[src/rtl/resta_serial_pkg.sv]
//------------------------------------------------------------------------------
// resta_serial_pkg : shared state encoding and default width | rev 1.0
//------------------------------------------------------------------------------
`default_nettype none

package resta_serial_pkg;

  localparam int DEF_WIDTH = 8;

  typedef enum logic [1:0] {
    IDLE = 2'd0,
    SUB  = 2'd1,
    NEG  = 2'd2,
    DONE = 2'd3
  } state_e;

endpackage

`default_nettype wire

[src/rtl/resta_serial_if.sv]
//------------------------------------------------------------------------------
// resta_serial_if : start/busy/done handshake and operand/result bus | rev 1.0
//------------------------------------------------------------------------------
`default_nettype none

interface resta_serial_if
  import resta_serial_pkg::*;
#(
  parameter int WIDTH = DEF_WIDTH
) ();

  logic             start;
  logic [WIDTH-1:0] a;
  logic [WIDTH-1:0] b;
  logic             busy;
  logic             done;
  logic [WIDTH-1:0] diff;
  logic             neg;

  modport master (output start, a, b, input busy, done, diff, neg);
  modport slave  (input start, a, b, output busy, done, diff, neg);

endinterface

`default_nettype wire

[src/rtl/resta_1.sv]
//------------------------------------------------------------------------------
// resta_1 : combinational 1-bit full subtractor | rev 1.0
//------------------------------------------------------------------------------
`default_nettype none

module resta_1 (
  input  wire logic a_i,
  input  wire logic b_i,
  input  wire logic bin_i,
  output logic      d_o,
  output logic      bout_o
);

  assign d_o    = a_i ^ b_i ^ bin_i;
  assign bout_o = (~a_i & b_i) | (~a_i & bin_i) | (b_i & bin_i);

endmodule

`default_nettype wire

[src/rtl/resta_serial.sv]
//------------------------------------------------------------------------------
// resta_serial : bit-serial |a - b| with sign flag, LSB first | rev 1.0
//------------------------------------------------------------------------------
`default_nettype none

module resta_serial
  import resta_serial_pkg::*;
#(
  parameter int WIDTH = DEF_WIDTH
) (
  input  wire logic     clk,
  input  wire logic     rst_n,
  resta_serial_if.slave bus
);

  localparam int            CW   = (WIDTH > 1) ? $clog2(WIDTH) : 1;
  localparam logic [CW-1:0] LAST = CW'(WIDTH - 1);

  state_e           state_q, state_d;
  logic [WIDTH-1:0] sa_q, sa_d, sb_q, sb_d, r_q, r_d, diff_q, diff_d;
  logic [CW-1:0]    cnt_q, cnt_d;
  logic             borrow_q, borrow_d, neg_q, neg_d;
  logic             cell_x, cell_y, cell_d, cell_bout;
  logic [WIDTH-1:0] r_shift;

  // NEG pass computes 0 - R through the same cell
  assign cell_x  = (state_q == NEG) ? 1'b0 : sa_q[0];
  assign cell_y  = (state_q == NEG) ? r_q[0] : sb_q[0];
  assign r_shift = {cell_d, r_q[WIDTH-1:1]};

  resta_1 u_cell (
    .a_i    (cell_x),
    .b_i    (cell_y),
    .bin_i  (borrow_q),
    .d_o    (cell_d),
    .bout_o (cell_bout)
  );

  always_comb begin
    state_d  = state_q;
    sa_d     = sa_q;
    sb_d     = sb_q;
    r_d      = r_q;
    cnt_d    = cnt_q;
    borrow_d = borrow_q;
    diff_d   = diff_q;
    neg_d    = neg_q;
    case (state_q)
      IDLE: begin
        if (bus.start) begin
          sa_d     = bus.a;
          sb_d     = bus.b;
          borrow_d = 1'b0;
          cnt_d    = '0;
          state_d  = SUB;
        end
      end
      SUB: begin
        r_d      = r_shift;
        sa_d     = sa_q >> 1;
        sb_d     = sb_q >> 1;
        borrow_d = cell_bout;
        cnt_d    = cnt_q + CW'(1);
        if (cnt_q == LAST) begin
          if (cell_bout) begin
            borrow_d = 1'b0;
            cnt_d    = '0;
            state_d  = NEG;
          end else begin
            diff_d  = r_shift;
            neg_d   = 1'b0;
            state_d = DONE;
          end
        end
      end
      NEG: begin
        r_d      = r_shift;
        borrow_d = cell_bout;
        cnt_d    = cnt_q + CW'(1);
        if (cnt_q == LAST) begin
          diff_d  = r_shift;
          neg_d   = 1'b1;
          state_d = DONE;
        end
      end
      default: state_d = IDLE;
    endcase
  end

  always_ff @(posedge clk or negedge rst_n) begin
    if (!rst_n) begin
      state_q  <= IDLE;
      sa_q     <= '0;
      sb_q     <= '0;
      r_q      <= '0;
      cnt_q    <= '0;
      borrow_q <= 1'b0;
      diff_q   <= '0;
      neg_q    <= 1'b0;
    end else begin
      state_q  <= state_d;
      sa_q     <= sa_d;
      sb_q     <= sb_d;
      r_q      <= r_d;
      cnt_q    <= cnt_d;
      borrow_q <= borrow_d;
      diff_q   <= diff_d;
      neg_q    <= neg_d;
    end
  end

  // Result registers load on entry to DONE, so done and diff/neg align
  assign bus.busy = (state_q == SUB) || (state_q == NEG);
  assign bus.done = (state_q == DONE);
  assign bus.diff = diff_q;
  assign bus.neg  = neg_q;

endmodule

`default_nettype wire

[src/flat_wrapper.sv]
// flat-port wrapper written by rule: the top's interface ports become plain ports
module resta_serial_flat import resta_serial_pkg::*;
#(
  parameter int WIDTH = DEF_WIDTH
)
  (clk, rst_n, bus_start, bus_a, bus_b, bus_busy, bus_done, bus_diff, bus_neg);
  resta_serial_if #(.WIDTH(WIDTH)) bus_i ();
  input  wire logic clk;
  input  wire logic rst_n;
  input wire logic [$bits(bus_i.start)-1:0] bus_start;
  input wire logic [$bits(bus_i.a)-1:0] bus_a;
  input wire logic [$bits(bus_i.b)-1:0] bus_b;
  output wire logic [$bits(bus_i.busy)-1:0] bus_busy;
  output wire logic [$bits(bus_i.done)-1:0] bus_done;
  output wire logic [$bits(bus_i.diff)-1:0] bus_diff;
  output wire logic [$bits(bus_i.neg)-1:0] bus_neg;
  assign bus_i.start = bus_start;
  assign bus_i.a = bus_a;
  assign bus_i.b = bus_b;
  assign bus_busy = bus_i.busy;
  assign bus_done = bus_i.done;
  assign bus_diff = bus_i.diff;
  assign bus_neg = bus_i.neg;
  resta_serial #(.WIDTH(WIDTH)) u_core (.clk(clk), .rst_n(rst_n), .bus(bus_i));
endmodule
[config.mk]
export PLATFORM = sky130hd
export DESIGN_NAME = resta_serial_flat
export DESIGN_NICKNAME = d
export VERILOG_FILES = /design/src/rtl/resta_serial_pkg.sv /design/src/rtl/resta_serial_if.sv /design/src/rtl/resta_1.sv /design/src/rtl/resta_serial.sv /design/src/flat_wrapper.sv
export SDC_FILE = /design/constraint.sdc
export NUM_CORES = 1
export LEC_CHECK = 0
export ABC_AREA = 1
export CORE_MARGIN = 3
export CORE_UTILIZATION = 50
export DETAILED_ROUTE_END_ITERATION = 7
export PLACE_DENSITY_LB_ADDON = 0.12
export SYNTH_ARGS = -nofsm -noshare
export SYNTH_HDL_FRONTEND = slang
export SYNTH_SLANG_ARGS = --single-unit
[constraint.sdc]
create_clock -name clk -period 2.5 [get_ports clk]
set_input_delay 0.75 -clock clk [delete_from_list [all_inputs] [get_ports clk]]
set_output_delay 0.75 -clock clk [all_outputs]
set_load 0.05 [all_outputs]
# Word level (Yosys, flattened, before mapping)
# Index checks and enable logic that the tools add are counted.
[totals]
output_inout_bits = 11
register_bits = 39
input_bits = 19
wordCells = 61
[op_classes]
n_addsub = 1
reduce_logical = 10
n_mux = 26
n_eq_ne = 8
n_bitwise = 8
[ops]
columns = ["cell", "count"]
rows = [
  ["$pmux W8 S2", 3],
  ["$mux W8", 5],
  ["$mux W3", 3],
  ["$pmux W3 S3", 1],
  ["$mux W1", 8],
  ["$mux W2", 3],
  ["$ne A2 B2 Y1 const B", 3],
  ["$pmux W2 S3", 1],
  ["$eq A2 B2 Y1 const B", 2],
  ["$reduce_and A2 Y1", 2],
  ["$reduce_and A4 Y1", 1],
  ["$reduce_bool A2 Y1", 2],
  ["$add A3 B1 Y3 const B", 1],
  ["$and A1 B1 Y1", 3],
  ["$eq A3 B3 Y1 const B", 1],
  ["$pmux W1 S3", 1],
  ["$reduce_and A3 Y1", 1],
  ["$reduce_bool A3 Y1", 1],
  ["$eq A2 B1 Y1 const B", 1],
  ["$logic_not A2 Y1", 1],
  ["$ne A2 B1 Y1 const B", 1],
  ["$or A1 B1 Y1", 2],
  ["$pmux W1 S2", 1],
  ["$reduce_or A2 Y1", 1],
  ["3 further kinds", 4],
]

# Logic depth before layout (Yosys ltp)
# Gate-level depths: netlist (run 1).
[depth]
word_depth = 9
ltp_mapped = 10
ltp_nobuf = 10

# By module
# From an unflattened synthesis (run 1), not the netlist that was laid out.
[hier_totals]
cells_unflattened = 243
hier_area_um2 = 1948.1
[by_module_without_submodules]
columns = ["module", "instances", "seq_area_each_um2", "area_per_inst_um2", "cells_each"]
rows = [
  ["resta_serial", 1, 975.9, 1920.6, 240],
  ["resta_1", 1, 0.0, 27.5, 3],
]

# Least setup slack after synthesis (run 1)
# Ideal clock, no wire load.
[synth_timing]
path_type = "register -> register"
start = "register u_core.state_q[0]"
end = "register u_core.diff_q[6] (netlist: u_core.bus.diff[6])"
t_required_ns = 2.380
stages_incl_launch_ff = 11
setup_slack_ns = 0.540
setup_ns = 0.120
n_path_buf = 1
period_less_slack_ns = 1.960
arrival_ns = 1.840
cell_sequence = "dfrtp_1 > inv_1 > ha_1 > inv_1 > nand2_1 > fa_1 > nand2_1 > nand3_4 > buf_6 > nand2_1 > o21ai_2"
[synth_between]
elab_chain_cells = 8
elab_cells_between_ends = 16
cone_classes = "eq/ne (5); mux (3); bitwise (6); reduce/logical (2)"
[synth_lines]
columns = ["item", "line_no", "text"]
rows = [
  ["start: declaration", "resta_serial.sv:19", "state_e state_q, state_d;"],
  ["start signal: assignment", "resta_serial.sv:101", "state_q <= state_d;"],
  ["$eq A2 B2 Y1", "resta_serial.sv:27, resta_serial.sv:28, resta_serial.sv:48", ""],
  ["$mux W1", "resta_serial.sv:27", "assign cell_x = (state_q == NEG) ? 1'b0 : sa_q[0];"],
  ["$not A1 Y1", "resta_1.sv:15", "assign bout_o = (~a_i & b_i) | (~a_i & bin_i) | (b_i & bin_i);"],
  ["$and A1 B1 Y1", "resta_1.sv:15", ""],
  ["$or A1 B1 Y1 (2 in series)", "resta_1.sv:15", ""],
  ["$ne A2 B2 Y1 (no source line)", "--", ""],
  ["$reduce_and A4 Y1 (no source line)", "--", ""],
  ["end signal: assignment", "resta_serial.sv:107", "diff_q <= diff_d;"],
  ["end: declaration", "resta_serial.sv:20", "logic [WIDTH-1:0] sa_q, sa_d, sb_q, sb_d, r_q, r_d, diff_q, diff_d;"],
]
# Several ways; a longest one is shown, not always the timed one.
# A chain may end at the register's enable or synchronous reset.

# Worst setup path after layout (run 1)
[layout_timing]
start = "register u_core.neg_q (netlist: u_core.bus.neg)"
end = "output bus_neg"
[layout_lines]
columns = ["item", "line_no", "text"]
rows = [
  ["start: declaration", "resta_serial.sv:22", "logic borrow_q, borrow_d, neg_q, neg_d;"],
  ["start signal: assignment", "resta_serial.sv:108", "neg_q <= neg_d;"],
  ["end: declaration", "flat_wrapper.sv:16", "output wire logic [$bits(bus_i.neg)-1:0] bus_neg;"],
]
# No word-level cell between the ends.

==> results of run 1 <==
[cell families after synthesis]
kind of cell               count (synthesis)  synth area share [%]
and+or+nand+nor                           79                  17.4
AOI/OAI and AO/OA                         52                  16.1
buffers and inverters                     40                  9.08
DFF                                       39                  51.7
adders and majority gates                  8                  5.70
[worst paths after layout]
check / slack, ns / startpoint / to / cells after the start
setup / recovery: 0.29 / u_core.bus.neg / bus_neg / 1
hold / removal: 0.41 / rst_n / u_core.bus.diff[3] / 1
setup reg to reg: 0.38 / u_core.state_q[0] / u_core.bus.diff[5] / 9
hold reg to reg: 0.49 / u_core.r_q[6] / u_core.r_q[5] / 2
max in group asynchronous: 1.50 / rst_n / u_core.borrow_q / 2
min in group clk: 0.49 / u_core.r_q[6] / u_core.r_q[5] / 2
[state kept, by name, indices dropped and copies added, names as in the netlist]
signal           flops
u_core.borrow_q      1
u_core.sa_q          8
u_core.state_q       2
u_core.r_q           8
u_core.cnt_q         3
u_core.bus.neg       1
u_core.bus.diff      8
u_core.sb_q          8
[layout make-up]
| cell class | instances | area share (%) |
|---|---|---|
| clock inverter | 1 | 0.217 |
| clock buffer | 6 | 3.59 |
| inverter | 32 | 5.21 |
| multi-input combinational | 139 | 32.1 |
| sequential | 39 | 42.4 |
| tap | 46 | 2.50 |
| timing repair buffer | 33 | 14.0 |
[cells in the mapped netlist (2+ instances only)]
library cell   n
nand2_1       65
dfrtp_1       39
o21ai_0       38
inv_1         31
o21ai_2       11
ha_1           7
nand3_1        7
buf_2          4
nor2_1         3
a21oi_1        2
buf_4          2
[per-stage QoR]
stage	setup slack (ns)	hold WS [ns]
final	0.285	0.414
after global routing	0.198	0.448
after CTS	0.270	0.433
after detailed placement	0.377	0.473
after global placement	0.445	0.468
after floorplan	0.540	0.453
[power by group]
group / switching, W / internal (W) / total (W)
Sequential: 0.0000931 / 0.000847 / 0.000940
Combinational: 0.000796 / 0.000427 / 0.00122
Clock: 0.000212 / 0.000216 / 0.000429
Total: 0.00110 / 0.00149 / 0.00259
[cells in the final DEF (no fill, tap or decap), drive strengths merged]
master         synthesis  final
o21a                   1      1
nor2                   3      3
clkinv                 0      1
dfrtp                 39     39
o21ai                 49     49
clkdlybuf4s50          0     26
inv                   32     32
a21oi                  2      2
nand3b                 1      1
nand4                  1      1
nand2                 66     66
buf                    7      7
fa                     1      1
nand3                  8      8
clkbuf                 1      6
ha                     7      7
[per-layer routing]
metal  GRT usage (%)  routed length, um  up-vias
met3            4.33                144        7
met5               0                  0        -
met2            27.2               1470       24
li1                -                  -      747
met1            22.8               1600      654
met4            9.87                 85        0
==> flow_metrics.py, run 1 <==
metrics = {
    "outcome": {
        "status": "completed",
    },
    "timing": {
        "setup-tns-final_ns": 0,
        "max_freq_mhz": 452,
        "slew_violations": 0,
        "fin_crit_ns": 2.21,
        "hold_viol_final": 0,
        "relSlewSlack_pct": 66.1,
        "rsz0062_at_grt": "false",
        "skew_ns": 0.00282,
        "worstMarginPinSlew_ns": 0.507,
        "setup_viol": 0,
        "fin_crit_sh_pct": 88.6,
    },
    "detailed_routing": {
        "wl_per_cell_um": 11.2,
        "via_count": 1432,
        "drc": 0,
        "drtAntennaViolNets": 0,
        "wl_um": 3300,
        "drt_first_pass_iters": 4,
        "drt_iter0_drc": 117,
        "vias_per_cell": 4.84,
    },
    "clocking": {
        "clkTransAtPathRegs_ns": 0.07,
        "clock-root-buffer": "clkbuf_8",
        "cts_resized": 0,
        "cts_max_level": 2,
        "insertion_delay_ns": 0.29,
        "cts_tree": "built",
        "post_cts_buffers": 0,
        "clock_path_buffers": 2,
        "clkSinkCount": 39,
        "numCtsBuffers": 5,
        "cts_hold_buf": 0,
    },
    "placed_design": {
        "place_area_sq_um": 2220,
        "dp_hpwl_um": 2330,
        "gp_congestion": 0.868,
        "io_buffers": 29,
        "dp_cells": 289,
    },
    "yosys": {
        "synth_edf_count": 0,
        "synthCells": 218,
        "synth_top_area_share_pct": 51.7,
        "synth-seq-cells": 39,
        "yosysSeqAreaShare_pct": 51.7,
        "syn_nets": 245,
        "avgSynthCellArea_sq_um": 8.66,
        "netlist_area_sq_um": 1890,
        "yosys_warnings": 0,
        "ys_types": 20,
        "synthArstFlopShare_pct": 100,
        "synthFlopType": "dfrtp_1",
        "synth_largest_area_cell": "dfrtp_1",
        "synth.area.top_cells": "dfrtp_1 (52%), nand2_1 (13%), o21ai_0 (10%), inv_1 (6.2%), o21ai_2 (5.1%)",
    },
    "finish": {
        "antenna_cells": 0,
        "multi_input_area_sq_um": 739,
        "seqCellArea_sq_um": 976,
        "layoutNonFillerInstCount": 296,
        "final_util_pct": 65.9,
        "area_growth_pct": 22.1,
        "drive_above_1_share_pct": 11.2,
        "final_cell_area_sq_um": 2300,
        "fillers": 295,
        "nets": 277,
    },
    "power_and_ir_drop": {
        "leakagePower_nw": 1.12,
        "powerDensity_nw_per_um2": 1120,
        "ir_drop_mv": 0.808,
        "report.power.total_w": 0.00259,
    },
    "setup_path": {
        "worstPathArrival_ns": 1.46,
        "cp_data_required_time_ns": 1.75,
        "critPathMaxStageDelay_ns": 0.81,
        "worstSetupStartpointType": "flip-flop",
        "crit_type": "flip-flop to primary output",
        "cpMaxStageDelayCell": "clkdlybuf4s50_1",
        "worstPathMaxFanout": 2,
        "cp-end-kind": "primary output",
        "crit_buf_inv": 1,
        "critical_path.cell_chain": "clkdlybuf4s50_1",
        "cp_top_family": "buffers and inverters",
    },
    "global_route": {
        "antenna_found_initial": 0,
        "grt_pass1_wl_um": 5980,
        "grt_use_total_pct": 17.7,
        "grt_max_degree": 33,
        "grt_pass1_vias": 1405,
        "grt.overflow.total": 0,
    },
    "floorplanning": {
        "num_io_pins": 30,
        "rows": 21,
        "core_sq_um": 3490,
        "initial_core_util_pct": 54.0,
        "die-width_um": 67.4,
        "die_area_sq_um": 4550,
        "fp.dieH_um": 67.4,
    },
    "job": {
        "maxCapViolations": 0,
    },
    "worst_hold_path": {
        "hp-class": "input port to async pin",
    },
}
Power figures use the tool's default switching activity.
==> run 2, diff against run 1 <==
--- a/config.mk
+++ b/config.mk
@@ -10,6 +10,8 @@
 export CORE_UTILIZATION = 50
 export DETAILED_ROUTE_END_ITERATION = 7
 export PLACE_DENSITY_LB_ADDON = 0.12
+export SKIP_CTS_REPAIR_TIMING = 1
+export SLEW_MARGIN = 25
 export SYNTH_ARGS = -nofsm -noshare
 export SYNTH_HDL_FRONTEND = slang
 export SYNTH_SLANG_ARGS = --single-unit
==> results of run 2 <==
Same layout as run 1: the final DEF is identical, and so are final timing and power.
==> run 3, diff against run 2 <==
--- a/config.mk
+++ b/config.mk
@@ -7,9 +7,10 @@
 export LEC_CHECK = 0
 export ABC_AREA = 1
 export CORE_MARGIN = 3
-export CORE_UTILIZATION = 50
+export CORE_UTILIZATION = 40
 export DETAILED_ROUTE_END_ITERATION = 7
 export PLACE_DENSITY_LB_ADDON = 0.12
+export REMOVE_ABC_BUFFERS = 1
 export SKIP_CTS_REPAIR_TIMING = 1
 export SLEW_MARGIN = 25
 export SYNTH_ARGS = -nofsm -noshare
==> run 3 against run 2 <==
Non-clock buffer count stayed put; clock-buffer cell count unchanged; cell count is 2.4% higher; worst setup slack improved by 0.0013 ns; flip-flop and latch count stayed put; largest cell class unchanged.
==> flow_metrics.py, run 3 (synthesis results as in run 1) <==
metrics = {
    "detailed_routing": {
        "drc": 0,
        "wl_per_cell_um": 10.5,
        "via_count": 1419,
        "wl_um": 3170,
        "drtAntennaViolNets": 0,
        "drt_first_pass_iters": 4,
        "drt_iter0_drc": 46,
        "vias_per_cell": 4.68,
    },
    "finish": {
        "final_common_cell": "nand2_1",
        "antenna_cells": 0,
        "nets": 277,
        "area_growth_pct": 24.1,
        "final_cell_mix": "nand2_1 (65), dfrtp_1 (39), o21ai_0 (38)",
        "drive_above_1_share_pct": 11.6,
    },
    "setup_path": {
        "cp-end-kind": "primary output",
        "critical_path.cell_chain": "clkdlybuf4s50_1",
        "cpMaxStageDelayCell": "clkdlybuf4s50_1",
        "crit_buf_inv": 1,
        "cp_data_required_time_ns": 1.75,
        "reg2reg_slack_ns": 0.42,
        "worstSetupStartpointType": "flip-flop",
        "crit_type": "flip-flop to primary output",
        "cp_top_family": "buffers and inverters",
        "worstPathMaxFanout": 2,
        "worstPathArrival_ns": 1.46,
        "critPathMaxStageDelay_ns": 0.81,
    },
    "clocking": {
        "clkSinkCount": 39,
        "clock_path_buffers": 2,
        "clock-root-buffer": "clkbuf_8",
        "clkTransAtPathRegs_ns": 0.07,
        "cts_max_level": 2,
        "cts_tree": "built",
        "insertion_delay_ns": 0.29,
        "numCtsBuffers": 5,
    },
    "floorplanning": {
        "core_sq_um": 4440,
        "die-width_um": 74.7,
        "die_area_sq_um": 5580,
        "rows": 24,
        "initial_core_util_pct": 42.5,
        "fp.dieH_um": 74.7,
        "num_io_pins": 30,
    },
    "job": {
        "maxCapViolations": 0,
    },
    "timing": {
        "max_freq_mhz": 452,
        "setup-tns-final_ns": 0,
        "hold_viol_final": 0,
        "relSlewSlack_pct": 66.9,
        "fin_ws_ns": 0.287,
        "worstMarginPinSlew_ns": 0.495,
        "setup_viol": 0,
        "slew_violations": 0,
        "fin_crit_ns": 2.21,
        "fin_crit_sh_pct": 88.5,
        "skew_ns": 0.00545,
        "rsz0062_at_grt": "false",
    },
    "power_and_ir_drop": {
        "ir_drop_mv": 0.526,
        "leakagePower_nw": 1.13,
        "powerDensity_nw_per_um2": 1160,
    },
    "worst_hold_path": {
        "hp-class": "flip-flop to flip-flop",
    },
    "outcome": {
        "status": "completed",
    },
    "placed_design": {
        "io_buffers": 29,
        "gp_congestion": 0.746,
        "place_ws_ns": 0.404,
        "dp_hpwl_um": 2250,
    },
    "global_route": {
        "grt_pass1_wl_um": 5730,
        "grt_pass1_vias": 1286,
        "grt_max_degree": 40,
        "grt_use_total_pct": 13.4,
        "grt.overflow.total": 0,
        "antenna_found_initial": 0,
    },
}
-- run 3: changes by cell type in the layout (fill, tap and decap cells not counted), sizes merged --
cell / before / now
bufinv: 0 / 1
-- run 3: metal layers --
layer  share of wire [%]  GRT usage, %  vias to the layer above
met2                  43          20.3                       34
met4                 1.4          4.94                        0
met3                 6.3          4.27                        6
met5                   0             0                        -
li1                    -             -                      750
met1                  49          18.2                      629
-- run 3: area by class of cell --
| class | instances | area [sq um] |
|---|---|---|
| multi-input combinational | 139 | 739 |
| sequential | 39 | 976 |
| timing repair buffer | 33 | 323 |
| clock buffer | 6 | 82.6 |
| fill | 421 | 2100 |
| inverter | 32 | 120 |
| tap | 52 | 65.1 |
| clock inverter | 2 | 35.0 |
-- run 3: report_power, final --
group          internal (W)  switching, W  total (W)
sequential         0.000846     0.0000927   0.000939
clock              0.000323      0.000212   0.000535
combinational      0.000436      0.000795    0.00123
total               0.00161       0.00110    0.00270
-- run 3: through the flow --
stage	hold WS (ns)	area (sq um)	util [%]	cells	total power [W]
final	0.484	2340	52.7	303	0.00270
after global routing	0.515	2340	52.7	303	0.00297
after detailed placement	0.470	2220	50.0	295	0.00221
after global placement	0.467	2220	50.0	295	0.00219
after CTS	0.488	2340	52.7	303	0.00275
after floorplan	0.453	1840	-	210	0.00180
-- run 3: worst paths after layout --
path                                    start                  to  cells past startpoint
setup / recovery           u_core.bus.diff[2]         bus_diff[2]                      1
hold / removal             u_core.bus.diff[3]  u_core.bus.diff[3]                      2
hold reg to reg            u_core.bus.diff[3]  u_core.bus.diff[3]                      2
max in group asynchronous               rst_n     u_core.cnt_q[2]                      2
min in group asynchronous               rst_n     u_core.cnt_q[1]                      2
setup reg to reg            u_core.state_q[0]  u_core.bus.diff[2]                      9
